## src/rtl/comm_tx.sv

```systemverilog
// comm_tx: transmit modulator for the two-channel DAC/ADC link.
//
// Pops one 128-bit word from a first-word-fall-through FIFO per frame, sends
// a preamble of alternating full-scale symbols, and then sends the word as
// multi-level symbols on two 6-bit DAC buses, LSB first on each channel.
// A frame ends with a short run of mid-scale idle cycles.
//
// Ports:
//   CLK          system clock
//   RST          synchronous, active-high reset
//   enable       permits starting a new frame (sampled only in IDLE)
//   rd_en        FIFO pop strobe; din is captured at the same edge
//   din[127:0]   FIFO head word (valid while empty=0)
//   empty        FIFO empty flag
//   da1[5:0]     DAC code, channel 1 (carries din[63:0])
//   da2[5:0]     DAC code, channel 2 (carries din[127:64])
//   busy         high from the cycle after capture to the end of the gap
//   frame_start  one-cycle pulse during the first preamble cycle
//   fsm_state    current FSM state (0 IDLE, 1 PRE, 2 DATA, 3 GAP), for debug
//
// FIFO handshake: a word moves when rd_en is high at a rising CLK edge.
// rd_en is raised only in IDLE, with enable=1, empty=0 and RST=0, so it is
// high for at most one cycle per frame; the FIFO must present the next head
// word on din in the cycle following the pop.
module comm_tx #(
    parameter int modtype      = 1,  // 0: 1 bit/symbol, 1: 2 bits/symbol
    parameter int sym_cycles   = 4,  // cycles each symbol is held
    parameter int preamble_len = 8,  // preamble symbols (even, >= 2)
    parameter int gap_cycles   = 2   // idle cycles after each frame
) (
    input  logic         CLK,
    input  logic         RST,
    input  logic         enable,
    output logic         rd_en,
    input  logic [127:0] din,
    input  logic         empty,
    output logic [5:0]   da1,
    output logic [5:0]   da2,
    output logic         busy,
    output logic         frame_start,
    output logic [1:0]   fsm_state
);

    localparam int N_SYM   = (modtype != 0) ? 32 : 64;
    localparam int STEP    = (modtype != 0) ? 2 : 1;
    localparam int MAX_IDX = (preamble_len > N_SYM) ? preamble_len : N_SYM;
    localparam int IW      = $clog2(MAX_IDX);
    localparam int SW      = (sym_cycles > 1) ? $clog2(sym_cycles) : 1;
    localparam int GW      = (gap_cycles > 1) ? $clog2(gap_cycles) : 1;

    localparam logic [SW-1:0] SYM_LAST  = SW'(sym_cycles - 1);
    localparam logic [IW-1:0] PRE_LAST  = IW'(preamble_len - 1);
    localparam logic [IW-1:0] DATA_LAST = IW'(N_SYM - 1);
    // Only reachable when gap_cycles >= 1.
    localparam logic [GW-1:0] GAP_LAST  = GW'(gap_cycles - 1);

    localparam logic [5:0] CODE_IDLE = 6'd32;
    localparam logic [5:0] CODE_HIGH = 6'd63;
    localparam logic [5:0] CODE_LOW  = 6'd0;

    typedef enum logic [1:0] {
        IDLE = 2'd0,
        PRE  = 2'd1,
        DATA = 2'd2,
        GAP  = 2'd3
    } state_t;

    state_t        state;
    logic [127:0]  sr;        // {channel 2 bits, channel 1 bits}, LSB is next
    logic [SW-1:0] sym_cnt;   // cycle within the current symbol
    logic [IW-1:0] idx;       // symbol index within PRE or DATA
    logic [GW-1:0] gap_cnt;

    logic [63:0]   ch1_next;
    logic [63:0]   ch2_next;

    // Symbol level for the low bits of a channel. The 2-bit levels sit at
    // the centres of four equal bands: {value, 4'b1000}.
    function automatic logic [5:0] map_sym(input logic [1:0] bits);
        if (modtype == 0) begin
            return bits[0] ? 6'd48 : 6'd16;
        end else begin
            return {bits, 4'b1000};
        end
    endfunction

    // Register contents after the next symbol boundary shift.
    assign ch1_next = sr[63:0]   >> STEP;
    assign ch2_next = sr[127:64] >> STEP;

    assign rd_en     = (state == IDLE) && enable && !empty && !RST;
    assign fsm_state = state;

    always_ff @(posedge CLK) begin
        if (RST) begin
            state       <= IDLE;
            sr          <= '0;
            sym_cnt     <= '0;
            idx         <= '0;
            gap_cnt     <= '0;
            da1         <= CODE_IDLE;
            da2         <= CODE_IDLE;
            busy        <= 1'b0;
            frame_start <= 1'b0;
        end else begin
            case (state)
                IDLE: begin
                    if (rd_en) begin
                        // The first preamble symbol is loaded at the capture
                        // edge so it appears in the very next cycle.
                        sr          <= din;
                        state       <= PRE;
                        sym_cnt     <= '0;
                        idx         <= '0;
                        da1         <= CODE_HIGH;
                        da2         <= CODE_HIGH;
                        busy        <= 1'b1;
                        frame_start <= 1'b1;
                    end
                end

                PRE: begin
                    frame_start <= 1'b0;
                    if (sym_cnt == SYM_LAST) begin
                        sym_cnt <= '0;
                        if (idx == PRE_LAST) begin
                            idx   <= '0;
                            state <= DATA;
                            da1   <= map_sym(sr[1:0]);
                            da2   <= map_sym(sr[65:64]);
                        end else begin
                            idx <= idx + 1'b1;
                            // Next symbol is idx+1: odd indices are low.
                            da1 <= idx[0] ? CODE_HIGH : CODE_LOW;
                            da2 <= idx[0] ? CODE_HIGH : CODE_LOW;
                        end
                    end else begin
                        sym_cnt <= sym_cnt + 1'b1;
                    end
                end

                DATA: begin
                    if (sym_cnt == SYM_LAST) begin
                        sym_cnt <= '0;
                        if (idx == DATA_LAST) begin
                            idx <= '0;
                            da1 <= CODE_IDLE;
                            da2 <= CODE_IDLE;
                            if (gap_cycles == 0) begin
                                state <= IDLE;
                                busy  <= 1'b0;
                            end else begin
                                state   <= GAP;
                                gap_cnt <= '0;
                            end
                        end else begin
                            idx <= idx + 1'b1;
                            sr  <= {ch2_next, ch1_next};
                            da1 <= map_sym(ch1_next[1:0]);
                            da2 <= map_sym(ch2_next[1:0]);
                        end
                    end else begin
                        sym_cnt <= sym_cnt + 1'b1;
                    end
                end

                GAP: begin
                    if (gap_cnt == GAP_LAST) begin
                        state <= IDLE;
                        busy  <= 1'b0;
                    end else begin
                        gap_cnt <= gap_cnt + 1'b1;
                    end
                end

                default: begin
                    state <= IDLE;
                end
            endcase
        end
    end

endmodule

```

## config.mk

```make
export PLATFORM = sky130hd
export DESIGN_NAME = comm_tx
export DESIGN_NICKNAME = d
export VERILOG_FILES = /design/src/rtl/comm_tx.sv
export SDC_FILE = /design/constraint.sdc
export NUM_CORES = 1
export LEC_CHECK = 0
export CORE_MARGIN = 2
export CORE_UTILIZATION = 35
export DETAILED_ROUTE_END_ITERATION = 6
export GPL_TIMING_DRIVEN = 0
export MAX_ROUTING_LAYER = met4
export PLACE_DENSITY = 0.65
export SKIP_CTS_REPAIR_TIMING = 1
export SLEW_MARGIN = 30
export SYNTH_ARGS = -nofsm -noshare
export SYNTH_HDL_FRONTEND = slang
export SYNTH_SLANG_ARGS = --single-unit
export TNS_END_PERCENT = 30
```

## constraint.sdc

```tcl
create_clock -name CLK -period 2.4 [get_ports CLK]
set_input_delay 0.72 -clock CLK [delete_from_list [all_inputs] [get_ports CLK]]
set_output_delay 0.72 -clock CLK [all_outputs]
set_load 0.02 [all_outputs]
```

==> flow_summary.json, run 1 <==
{
  "area_delta_synth_final_pct": 34.5,
  "powerDensity_nw_per_um2": 1140,
  "htree_levels": 4,
  "cp_cell_sequence": "inv_1, ha_1, buf_6, nand3b_1, nor2_2, buf_6",
  "clock_sinks": 146,
  "cts_tree": "done",
  "maxSlewHeadroom_pct": 51.9,
  "die_height_um": 148,
  "synth-seq-cells": 146,
  "hold_slack_ns": 0.451,
  "synth_edf_count": 0,
  "period_share_pct": 97.7,
  "grt_pass1_vias": 5738,
  "max_freq_ghz": 0.426,
  "hold_viol": 0,
  "rsz0062_at_grt": "true",
  "grt_max_degree": 17,
  "syn_nets": 839,
  "drc": 0,
  "drt_iter0_markers": 207,
  "rows": 52,
  "min_period_ns": 2.35,
  "peakVddDrop_v": 0.000503,
  "outcome": "finished clean",
  "multi_input_area_sq_um": 3910,
  "yosysSeqAreaShare_pct": 40.3,
  "io_buffers": 148,
  "clockBufferDepth": 2,
  "first_pass_iters": 4,
  "viasPerCell": 4.90,
  "finalSetupViolCount": 0,
  "grt_overflow": 0,
  "antenna_found_initial": 0,
  "netlist_area_sq_um": 7260,
  "syn_area_per_cell_sq_um": 10.4,
  "p_leak_uw": 0.00328,
  "mostFrequentLayoutCells": "clkdlybuf4s50_1 (144), dfxtp_1 (143), nor2_1 (141)",
  "ys_types": 43,
  "wl_um": 17900,
  "finalNetCount": 1009,
  "startpoint_type": "register",
  "cp_max_fo": 9,
  "gr-usage-all-layers_pct": 17.0,
  "synth_top_cell_area_share_pct": 40.3,
  "synthFlopType": "dfxtp_1",
  "final_layout_size_suffix_gt1_share_pct": 22.2,
  "crit_family": "buffers and inverters",
  "layout_commonest_cell": "clkdlybuf4s50_1",
  "io_pins": 149,
  "clk-insertion-delay-late_ns": 0.42,
  "synthCells": 699,
  "gp_congestion": 0.831,
  "slowest_stage": "dfxtp_2",
  "num_antenna_cells": 0,
  "start_util_pct": 35.7,
  "via_count": 5635,
  "ant_nets": 0,
  "cp.arrival_ns": 1.63,
  "clk_pin_slew_ns": 0.06,
  "critical_path_required_ns": 1.68,
  "cts-buffers-inserted": 17,
  "grt_pass1_wl_um": 29000,
  "yosys-top-cells-area": "dfxtp_1 (40%), a211oi_2 (17%), mux2i_1 (17%)",
  "maxSlewViolCount": 0,
  "cpPeakStageDelay_ns": 0.34,
  "cap_violations": 0,
  "core-area_sq_um": 20300,
  "reg2reg_slack_ns": 0.11,
  "die_w_um": 148,
  "wl_per_cell_um": 15.5,
  "path_buf_inv": 3,
  "design.die.area_sq_um": 21900,
  "skew_ns": 0.00940,
  "worstSetupEndpointType": "output port",
  "p_total_uw": 11100,
  "ys_warn_count": 0,
  "crit_type": "register to output port",
  "hp-class": "register to register",
  "worst_pin_slew_ns": 0.722,
  "nFillCells": 1936,
  "yosysTopAreaCell": "dfxtp_1",
  "cpMostUsedCell": "buf_6",
  "cts-root-buf": "clkbuf_16",
  "post-dp-hpwl_um": 12500,
  "regArea_sq_um": 2930,
  "synthArstFlopShare_pct": 0
}
==> state kept, by name, summed over array words and instances (netlist names) <==
| signal | flops |
|---|---|
| da2 | 2 |
| da1 | 4 |
| sr | 128 |
| busy | 1 |
| gap_cnt | 1 |
| sym_cnt | 2 |
| fsm_state | 2 |
| frame_start | 1 |
| idx | 5 |
==> per-layer routing <==
metal  vias to the layer above  track usage (%)  wire [um]
met1                      2619             21.4       8390
li1                       2875                -          -
met2                       126             26.3       8230
met5                         -                -          0
met3                        15             5.49       1100
met4                         0             4.62        172
==> cell usage after synthesis, types with 2 or more instances <==
master,instances
buf_6,11
nand2_1,6
o21ba_2,2
buf_2,19
clkbuf_1,18
a22oi_1,6
o21ai_0,7
buf_4,16
nand2b_1,6
nor2b_1,5
a22o_1,2
nand3_1,3
a211oi_1,27
ha_1,8
nor3b_2,2
buf_1,4
and3b_1,2
nor3_1,3
inv_1,7
a32oi_1,4
nor2_1,142
a21oi_1,4
dfxtp_1,146
a211oi_2,101
and3_1,2
nor3b_1,3
o21bai_1,2
mux2i_1,126
==> where the power goes <==
part	switching (uW)	internal (uW)
Clock	1040	1530
Sequential	485	3360
Combinational	2500	2170
Total	4030	7060
==> cells by family (layout without fill, tap and decap cells) <==
kind of cell / after synthesis / in the layout / synth area share [%]
buffers and inverters: 75 / 257 / 6.17
AND/OR/NAND/NOR: 181 / 181 / 11.0
multiplexers: 127 / 127 / 17.5
AO/OA/AOI/OAI: 162 / 162 / 23.7
flip-flops: 146 / 146 / 40.3
adder cells (fa/ha/maj): 8 / 8 / 1.38
==> worst register-to-register path, stage by stage, from the launching register on <==
cell	delay [ns]
dfxtp_1	0.35
ha_2	0.23
and3_1	0.21
ha_2	0.21
and3b_2	0.28
a2bb2oi_4	0.31
clkbuf_16	0.24
buf_6	0.15
nor2_1	0.06
a211oi_2	0.19
==> final timing paths <==
| path | cells past startpoint | start | endpoint |
|---|---|---|---|
| hold / removal | 2 | da1[5] | da1[5] |
| setup / recovery | 6 | fsm_state[1] | rd_en |
| hold reg to reg | 2 | da1[5] | da1[5] |
| setup reg to reg | 9 | idx[0] | sr[12] |
==> per-stage QoR <==
step / setup slack [ns] / std cells / TNS [ns] / util, % / cell area (sq um)
final: 0.0548 / 1151 / 0 / 48.1 / 9760
after global routing: -0.0230 / 1151 / -0.0233 / 48.1 / 9760
after CTS: -1.24 / 1148 / -30.23 / 47.5 / 9640
after detailed placement: -1.23 / 1117 / -85.32 / 44.7 / 9070
after global placement: -1.27 / 1117 / -90.71 / 44.7 / 9070
after floorplan: 0.259 / 699 / 0 / - / 7260
==> final cells by class <==
type                    count  share of cell area (%)
multi-input cells         478                    40.0
flip-flops and latches    146                    30.0
repair buffers            151                    15.7
clock buffers              23                    5.00
plain buffers              68                    4.75
well taps                 270                    3.46
clock inverters             8                   0.808
inverters                   7                   0.269
(Power assumes the default switching activity.)
==> run 2: changes to the inputs <==
Settings changed: CTS_CLUSTER_DIAMETER from default to 80.
==> results of run 2 <==
Same layout as run 1: the final DEF is identical, and so are final timing and power.
